[src/rtl/cache_fill_fsm_pkg.sv]
// cache_pkg: shared line geometry and fill-state encoding for the cache
// fill controllers, the memory arbiter and bench monitors.
//   ADDR_W / DATA_W    : byte address and memory word widths
//   WORDS_PER_LINE     : memory words per cache line
//   LINE_OFFSET_BITS   : byte offset bits within a line
//   WORD_SEL_BITS      : word index bits within a line
//   fill_state_t       : IDLE=0, FILL=1
//   wordAddr()         : byte address of word <sel> inside the line at <base>
package cache_pkg;

  localparam int ADDR_W           = 16;
  localparam int DATA_W           = 16;
  localparam int WORDS_PER_LINE   = 8;
  localparam int LINE_OFFSET_BITS = 4;
  localparam int WORD_SEL_BITS    = 3;

  typedef enum logic {
    IDLE = 1'b0,
    FILL = 1'b1
  } fill_state_t;

  // Offset is spliced into the low bits, so a line at the top of memory
  // never carries into the next line or wraps to zero.
  function automatic logic [ADDR_W-1:0] wordAddr(
    input logic [ADDR_W-1:0]        base,
    input logic [WORD_SEL_BITS-1:0] sel
  );
    return {base[ADDR_W-1:LINE_OFFSET_BITS], sel, 1'b0};
  endfunction

endpackage

[src/rtl/cache_fill_fsm_if.sv]
// cache_fill_fsm_if: bundle of the miss, memory and array-write signals of
// one fill controller.
//   master : the fill controller (drives stall, memory requests, array writes)
//   slave  : the cache/memory side (drives miss info and returned data)
interface cache_fill_fsm_if;
  import cache_pkg::*;

  logic              miss_detected;
  logic [ADDR_W-1:0] miss_address;
  logic              fsm_busy;
  logic              mem_read_en;
  logic [ADDR_W-1:0] mem_address;
  logic              mem_data_valid;
  logic [DATA_W-1:0] mem_data;
  logic              write_data_array;
  logic              write_tag_array;
  logic [ADDR_W-1:0] fill_address;
  logic [DATA_W-1:0] fill_data;

  modport master (
    input  miss_detected, miss_address, mem_data_valid, mem_data,
    output fsm_busy, mem_read_en, mem_address,
           write_data_array, write_tag_array, fill_address, fill_data
  );

  modport slave (
    output miss_detected, miss_address, mem_data_valid, mem_data,
    input  fsm_busy, mem_read_en, mem_address,
           write_data_array, write_tag_array, fill_address, fill_data
  );

endinterface

[src/rtl/cache_fill_fsm_counter.sv]
// fill_word_counter: word index within a line, saturating at the last word.
//   clk, rst_n : clock, synchronous active-low reset
//   clear      : synchronous clear back to word 0
//   en         : advance by one word
//   count      : current word index (holds at the last word)
//   done       : set once the last word has been counted
module fill_word_counter
  import cache_pkg::*;
(
  input  logic                     clk,
  input  logic                     rst_n,
  input  logic                     clear,
  input  logic                     en,
  output logic [WORD_SEL_BITS-1:0] count,
  output logic                     done
);

  localparam logic [WORD_SEL_BITS-1:0] LAST_WORD = WORD_SEL_BITS'(WORDS_PER_LINE - 1);

  always_ff @(posedge clk) begin
    if (!rst_n || clear) begin
      count <= '0;
      done  <= 1'b0;
    end else if (en && !done) begin
      // done stands in for the ninth count value, keeping count 3 bits wide
      if (count == LAST_WORD) begin
        done <= 1'b1;
      end else begin
        count <= count + 1'b1;
      end
    end
  end

endmodule

[src/rtl/cache_fill_fsm.sv]
// cache_fill_fsm: on a cache miss, stalls the pipeline, requests the whole
// line from pipelined main memory one word per cycle, writes each returned
// word into the data array and writes the tag with the last word.
//   clk, rst_n : clock, synchronous active-low reset
//   bus        : cache_fill_fsm_if.master (miss in, memory request/return,
//                data/tag array writes, stall)
//
// state | meaning
// ------+-------------------------------------------------------------
// IDLE  | no fill in progress; a miss stalls at once and starts a fill
// FILL  | issuing line requests and absorbing returned words until 8th
module cache_fill_fsm
  import cache_pkg::*;
(
  input logic              clk,
  input logic              rst_n,
  cache_fill_fsm_if.master bus
);

  fill_state_t               stateQ, stateD;
  logic [ADDR_W-1:0]         lineBaseQ;
  logic [WORD_SEL_BITS-1:0]  issueCnt, recvCnt;
  logic                      issueDone, recvDone;
  logic                      inFill, recvEn, lastWord;

  localparam logic [WORD_SEL_BITS-1:0] LAST_WORD = WORD_SEL_BITS'(WORDS_PER_LINE - 1);

  assign inFill   = (stateQ == FILL);
  assign recvEn   = inFill && bus.mem_data_valid;
  assign lastWord = recvEn && (recvCnt == LAST_WORD) && !recvDone;

  // Counters are held clear throughout IDLE, so every fill starts at word 0
  // and an aborted fill leaves nothing behind.
  fill_word_counter uIssueCnt (
    .clk   (clk),
    .rst_n (rst_n),
    .clear (!inFill),
    .en    (inFill),
    .count (issueCnt),
    .done  (issueDone)
  );

  fill_word_counter uRecvCnt (
    .clk   (clk),
    .rst_n (rst_n),
    .clear (!inFill),
    .en    (recvEn),
    .count (recvCnt),
    .done  (recvDone)
  );

  always_ff @(posedge clk) begin
    if (!rst_n) begin
      stateQ <= IDLE;
    end else begin
      stateQ <= stateD;
    end
  end

  always_ff @(posedge clk) begin
    if (!rst_n) begin
      lineBaseQ <= '0;
    end else if (!inFill && bus.miss_detected) begin
      lineBaseQ <= {bus.miss_address[ADDR_W-1:LINE_OFFSET_BITS], LINE_OFFSET_BITS'(0)};
    end
  end

  always_comb begin
    stateD               = stateQ;
    bus.fsm_busy         = 1'b0;
    bus.mem_read_en      = 1'b0;
    bus.mem_address      = '0;
    bus.write_data_array = 1'b0;
    bus.write_tag_array  = 1'b0;
    bus.fill_address     = '0;
    bus.fill_data        = '0;

    case (stateQ)
      IDLE: begin
        // Stall is raised in the miss cycle itself; held off while in reset
        // so the pipeline sees a clean idle controller.
        bus.fsm_busy = bus.miss_detected && rst_n;
        if (bus.miss_detected) begin
          stateD = FILL;
        end
      end

      FILL: begin
        bus.fsm_busy = 1'b1;
        if (!issueDone) begin
          bus.mem_read_en = 1'b1;
          bus.mem_address = wordAddr(lineBaseQ, issueCnt);
        end
        if (recvEn && !recvDone) begin
          bus.write_data_array = 1'b1;
          bus.fill_address     = wordAddr(lineBaseQ, recvCnt);
          bus.fill_data        = bus.mem_data;
        end
        if (lastWord) begin
          bus.write_tag_array = 1'b1;
          stateD              = IDLE;
        end
      end

      default: stateD = IDLE;
    endcase
  end

endmodule

[src/flat_wrapper.sv]
// flat-port wrapper written by rule: the top's interface ports become plain ports
module cache_fill_fsm_flat import cache_pkg::*;
  (clk, rst_n, bus_miss_detected, bus_miss_address, bus_mem_data_valid, bus_mem_data, bus_fsm_busy, bus_mem_read_en, bus_mem_address, bus_write_data_array, bus_write_tag_array, bus_fill_address, bus_fill_data);
  cache_fill_fsm_if bus_i ();
  input logic clk;
  input logic rst_n;
  input wire logic [$bits(bus_i.miss_detected)-1:0] bus_miss_detected;
  input wire logic [$bits(bus_i.miss_address)-1:0] bus_miss_address;
  input wire logic [$bits(bus_i.mem_data_valid)-1:0] bus_mem_data_valid;
  input wire logic [$bits(bus_i.mem_data)-1:0] bus_mem_data;
  output wire logic [$bits(bus_i.fsm_busy)-1:0] bus_fsm_busy;
  output wire logic [$bits(bus_i.mem_read_en)-1:0] bus_mem_read_en;
  output wire logic [$bits(bus_i.mem_address)-1:0] bus_mem_address;
  output wire logic [$bits(bus_i.write_data_array)-1:0] bus_write_data_array;
  output wire logic [$bits(bus_i.write_tag_array)-1:0] bus_write_tag_array;
  output wire logic [$bits(bus_i.fill_address)-1:0] bus_fill_address;
  output wire logic [$bits(bus_i.fill_data)-1:0] bus_fill_data;
  assign bus_i.miss_detected = bus_miss_detected;
  assign bus_i.miss_address = bus_miss_address;
  assign bus_i.mem_data_valid = bus_mem_data_valid;
  assign bus_i.mem_data = bus_mem_data;
  assign bus_fsm_busy = bus_i.fsm_busy;
  assign bus_mem_read_en = bus_i.mem_read_en;
  assign bus_mem_address = bus_i.mem_address;
  assign bus_write_data_array = bus_i.write_data_array;
  assign bus_write_tag_array = bus_i.write_tag_array;
  assign bus_fill_address = bus_i.fill_address;
  assign bus_fill_data = bus_i.fill_data;
  cache_fill_fsm u_core (.clk(clk), .rst_n(rst_n), .bus(bus_i));
endmodule
[config.mk]
export PLATFORM = sky130hd
export DESIGN_NAME = cache_fill_fsm_flat
export DESIGN_NICKNAME = d
export VERILOG_FILES = /design/src/rtl/cache_fill_fsm_pkg.sv /design/src/rtl/cache_fill_fsm_if.sv /design/src/rtl/cache_fill_fsm_counter.sv /design/src/rtl/cache_fill_fsm.sv /design/src/flat_wrapper.sv
export SDC_FILE = /design/constraint.sdc
export NUM_CORES = 1
export LEC_CHECK = 0
export BUFFER_PORTS_ARGS = -buffer_cell sky130_fd_sc_hd__buf_2
export CORE_MARGIN = 2
export CORE_UTILIZATION = 35
export CTS_BUF_LIST = sky130_fd_sc_hd__clkbuf_16
export CTS_CLUSTER_SIZE = 14
export DETAILED_ROUTE_END_ITERATION = 10
export PLACE_DENSITY = 0.82
export SLEW_MARGIN = 20
export SYNTH_ARGS = -nofsm -noshare
export SYNTH_HDL_FRONTEND = slang
export SYNTH_SLANG_ARGS = --single-unit
[constraint.sdc]
create_clock -name clk -period 1.3 [get_ports clk]
set_input_delay 0.13 -clock clk [delete_from_list [all_inputs] [get_ports clk]]
set_output_delay 0.13 -clock clk [all_outputs]
set_load 0.02 [all_outputs]
* Word level (Yosys, flattened, before mapping)
Cells that the tools add are included.
Storage, ports and cells: output and inout bits 52, bits of input ports 36, flip-flop bits (word level) 21, word-level logic and storage cells 45
Operators by class: bitwise gates (word level) 3, reductions and logical operators 16, equal/unequal tests 2, $add $sub $neg 2, muxes and demuxes 16
Operators by type and width (count):
- two-way mux 16 bit | 6
- two-way mux 1 bit | 8
- AND reduction 2 bit | 4
- logical AND 1 bit | 7
- adder 3 x 1 -> 3 bit, second input constant | 2
- == test 3 bit, second input constant | 2
- zero test 1 bit | 4
- one-hot mux 1 bit (2 select lines) | 2
- NOT 1 bit | 3
- logical OR 1 bit | 1

* Logic depth before layout (Yosys ltp)
depth after elaboration 5, gate-level depth with buffers 5, mapped depth without buffers 5

* Hierarchy
A second synthesis with hierarchy kept.
Unflattened totals: cell total of the unflattened synthesis 151, area, all modules 1272.5 µm²
By module, submodules not included:
- cache_fill_fsm | cells each 115, seq. area each 260.2 µm², area each 859.6 µm², instances 1
- fill_word_counter | cells each 18, seq. area each 80.1 µm², area each 206.4 µm², instances 2

* Worst setup path after synthesis
No wires, ideal clock.
kind reg2reg, start register u_core.uRecvCnt.count[0], end register u_core.uRecvCnt.count[1], path buffers 0, clock period less this slack 1.374 ns, setup time 0.121 ns, path slack -0.074 ns, cell stages (with the launch flop) 6, arrival time 1.253 ns, data required time 1.179 ns, path through dfxtp_1 ha_1 ha_1 and4bb_4 mux2i_1 nor2_1
Between the ends: cells in the longest elaborated chain, start to end 3, elaborated cells between the ends (all ways) 4, those cells by class add/sub (1); eq/ne (1); bitwise (1); reduce/logical (1)
RTL lines:
- from (decl) | RTL line cache_fill_fsm_counter.sv:14 | output logic [WORD_SEL_BITS-1:0] count,
- from (signal assigned) | RTL line cache_fill_fsm_counter.sv:29 | count <= count + 1'b1;
- branches (longest 3 deep; another with adder 3 x 1 -> 3 bit)
Several ways; the timed one is not identified. A chain may end at the register's enable or synchronous reset.

* Final worst setup path
start register u_core.uRecvCnt.done, end output bus_fill_data[1]
Between the ends: cells in the longest elaborated chain, start to end 4
RTL lines:
- from (decl) | RTL line cache_fill_fsm_counter.sv:15 | output logic done
- from (signal assigned) | RTL line cache_fill_fsm_counter.sv:23 | done <= 1'b0;
- from (signal assigned) | RTL line cache_fill_fsm_counter.sv:27 | done <= 1'b1;
- zero test 1 bit | RTL line cache_fill_fsm.sv:94 | if (recvEn && !recvDone) begin
- logical AND 1 bit | RTL line cache_fill_fsm.sv:94
- two-way mux 16 bit | RTL line cache_fill_fsm.sv:94
- two-way mux 16 bit | RTL line cache_fill_fsm.sv:78 | case (stateQ)
- to (decl) | RTL line flat_wrapper.sv:17 | output wire logic [$bits(bus_i.fill_data)-1:0] bus_fill_data;
Every way passes these cells.

==> results.json <==
{
  "ioPinCount": 88,
  "grt-ovfl-total": 0,
  "synth_area_leaders": "dfxtp_1 (35%), and2_1 (25%), nand2_1 (8.5%)",
  "finalPower_mw": 1.694,
  "r2r_start": "u_core.uRecvCnt.count[0]",
  "setup_ws_ns": -0.1186,
  "grt.met1_usage_pct": 21.25,
  "synth_cells": 146,
  "whs_endpoint": "u_core.lineBaseQ[12]",
  "avgSynthCellArea_um2": 8.210,
  "final_core_util_pct": 64.81,
  "reg2reg_depth": 5,
  "crit_path_start": "u_core.uRecvCnt.done",
  "cts_tree": "built",
  "placed_cells": 272,
  "max_cap_viol_count": 0,
  "endpoint_kind": "output pin",
  "dpl_cell_area_um2": 1660,
  "grt_pass1_vias": 1232,
  "swShare_pct": 25.33,
  "slew_violations": 0,
  "wl_um": 3741,
  "grt_pass1_wl_um": 5913,
  "wire_per_inst_um": 13.36,
  "pwr-share-seq_pct": 40.9,
  "floorplan.initialDensity_pct": 36.21,
  "hpwl_um": 2221,
  "whs_ns": 0.1182,
  "nFillCells": 281,
  "cts.sinks": 21,
  "path_buf_inv": 2,
  "hold_viol_final": 0,
  "layout_common_cells": "buf_6 (48), buf_2 (36), and2_1 (31)",
  "vias": 1290,
  "synth.distinct_cells": 21,
  "max_freq_ghz": 0.7049,
  "grt_max_degree": 30,
  "worstHoldPathType": "in -> reg",
  "critical_path_class": "reg -> out",
  "cts_root_buffer": "clkbuf_16",
  "tns_ns": -3.668,
  "yosysTopAreaCell": "dfxtp_1",
  "clkTransAtPathRegs_ns": 0.06,
  "vdd_ir_drop_max_v": 0.0006078,
  "r2r_end": "u_core.uRecvCnt.count[2]",
  "holdPathStages": 3,
  "p_sw_mw": 0.4291,
  "grt_use_met3_pct": 5.405,
  "drt_pre_antenna_iters": 4,
  "cp_top_family": "simple AND/OR/NAND/NOR gates",
  "numCtsBuffers": 3,
  "r2r_setup_slack_ns": -0.05,
  "fin_crit_sh_pct": 109.1,
  "cp_max_fo": 29,
  "drtIter0Drc": 71,
  "synth_edf_count": 0,
  "track_usage_pct": 18.86,
  "ys_ff_latch": 21,
  "start_kind": "flip-flop",
  "gp_congestion": 0.7388,
  "yosysWarnings": 0,
  "p_per_area_nw_per_um2": 789.4,
  "layout_commonest_cell": "buf_6",
  "grt_use_met2_pct": 33.33,
  "synthArstFlopShare_pct": 0,
  "min_from": "bus_miss_address[12]",
  "status": "finished, violations left",
  "crit_path_cell_trace": "and3b_2, buf_12, and2_1, buf_6",
  "die-area_um2": 3909,
  "cts_max_level": 1,
  "yosysTopAreaCellShare_pct": 35.07,
  "fp-row-count": 21,
  "antenna_found_initial": 0,
  "ys.flop_type": "dfxtp_1",
  "combPwrFrac_pct": 21.1,
  "synth_area_um2": 1199,
  "routed_via_density": 4.607,
  "grt-busiest-layer": "met2",
  "syn2layout_area_growth_pct": 79.02,
  "die_w_um": 62.52,
  "clockPowerShare_pct": 38.0,
  "cp_data_arrival_time_ns": 1.29,
  "period_needed_ns": 1.419,
  "crit_path_max_incr_delay_ns": 0.32,
  "violations": "setup timing",
  "n_antenna_cell": 0,
  "portBuffers": 81,
  "rsz0062_at_grt": "yes",
  "drive_above_1_share_pct": 54.27,
  "finClkSkew_ns": 0.0007343,
  "clk_latency_ns": 0.25,
  "die_height_um": 62.52,
  "fin_area_um2": 2146,
  "crit_path_top_delay_cell": "dfxtp_2",
  "leakagePower_nw": 1.029,
  "p_int_mw": 1.265,
  "design.core.area_um2": 3311,
  "setup_viol": 49,
  "clockBufferDepth": 2,
  "layout.nets": 275,
  "pre_cts_ws_ns": -0.04635,
  "ant_nets": 0,
  "instances_no_fill": 280,
  "drc": 0,
  "required_ns": 1.17,
  "ys_seq_area_share_pct": 35.07
}
==> tightest hold or removal path, stage by stage <==
cell and delay [ns]:
buf_2 0.09, nand2_1 0.04, a21boi_0 0.06
==> power groups by stage <==
| stage | combinational (mW) | clock (mW) | sequential (mW) |
|---|---|---|---|
| floorplan | 0.181 | 0 | 0.698 |
| global placement | 0.277 | 0 | 0.700 |
| detailed placement | 0.283 | 0 | 0.702 |
| CTS | 0.352 | 0.674 | 0.690 |
| global route | 0.384 | 0.701 | 0.694 |
| finish | 0.358 | 0.644 | 0.692 |
==> worst max path at each step <==
stage | slack (ns) | depth (start not counted) | end
after floorplan | 0.002 | 5 | u_core.uRecvCnt.count[1]
after global placement | -0.006 | 5 | u_core.uRecvCnt.count[1]
after detailed placement | -0.05 | 5 | u_core.uRecvCnt.count[2]
after CTS | -0.1 | 4 | bus_fill_address[3]
after global routing | -0.17 | 4 | bus_fill_data[1]
final | -0.12 | 4 | bus_fill_data[1]
==> layout make-up <==
| type | instances | area, um^2 | share of cell area, % |
|---|---|---|---|
| Clock buffer | 3 | 75.07 | 3.499 |
| Timing Repair Buffer | 93 | 800.8 | 37.32 |
| Tap cell | 46 | 57.56 | 2.682 |
| Clock inverter | 1 | 5.005 | 0.2332 |
| Sequential cell | 21 | 426.7 | 19.88 |
| Multi-Input combinational cell | 116 | 780.7 | 36.38 |
==> what timing repair did <==
item / 4_1_cts / 5_1_grt
setup endpoints to repair: 51 / 52
hold buffers: 0 / 0
buffers inserted: 2 / 1
gates cloned: 1 / 0
resized for setup: 119 / 2
pin swaps: 12 / 1
==> sequential cells by signal, indices dropped and copies added (netlist names) <==
| register | cells |
|---|---|
| u_core.inFill | 1 |
| u_core.lineBaseQ | 12 |
| u_core.uIssueCnt.count | 3 |
| u_core.uIssueCnt.done | 1 |
| u_core.uRecvCnt.count | 3 |
| u_core.uRecvCnt.done | 1 |
==> Yosys cell counts (2+ instances only) <==
cell      count
nand2_1      27
a21oi_1       3
a21boi_0     12
dfxtp_1      21
and2_1       47
o21ai_0       3
xnor2_1       2
nor2_1        8
buf_6         4
buf_4         4
mux2i_1       2
ha_1          4
==> per-layer routing <==
metal	routed length, um	part of all wire [%]
met1	1474	39
met2	1870	50
met3	335	9.0
met4	61	1.6
met5	0	0
==> kinds of logic (layout without fill, tap and decap cells) <==
logic type	after synthesis	count (layout)	share of synthesized area, %
simple gates	87	87	39.67
flops	21	21	35.07
compound gates	19	19	10.65
buf+inv	10	97	6.993
fa+ha+maj	4	4	4.176
xor+xnor	2	2	1.462
mux	2	2	1.670
other cells	1	2	0.3129
(Power assumes the default switching activity.)
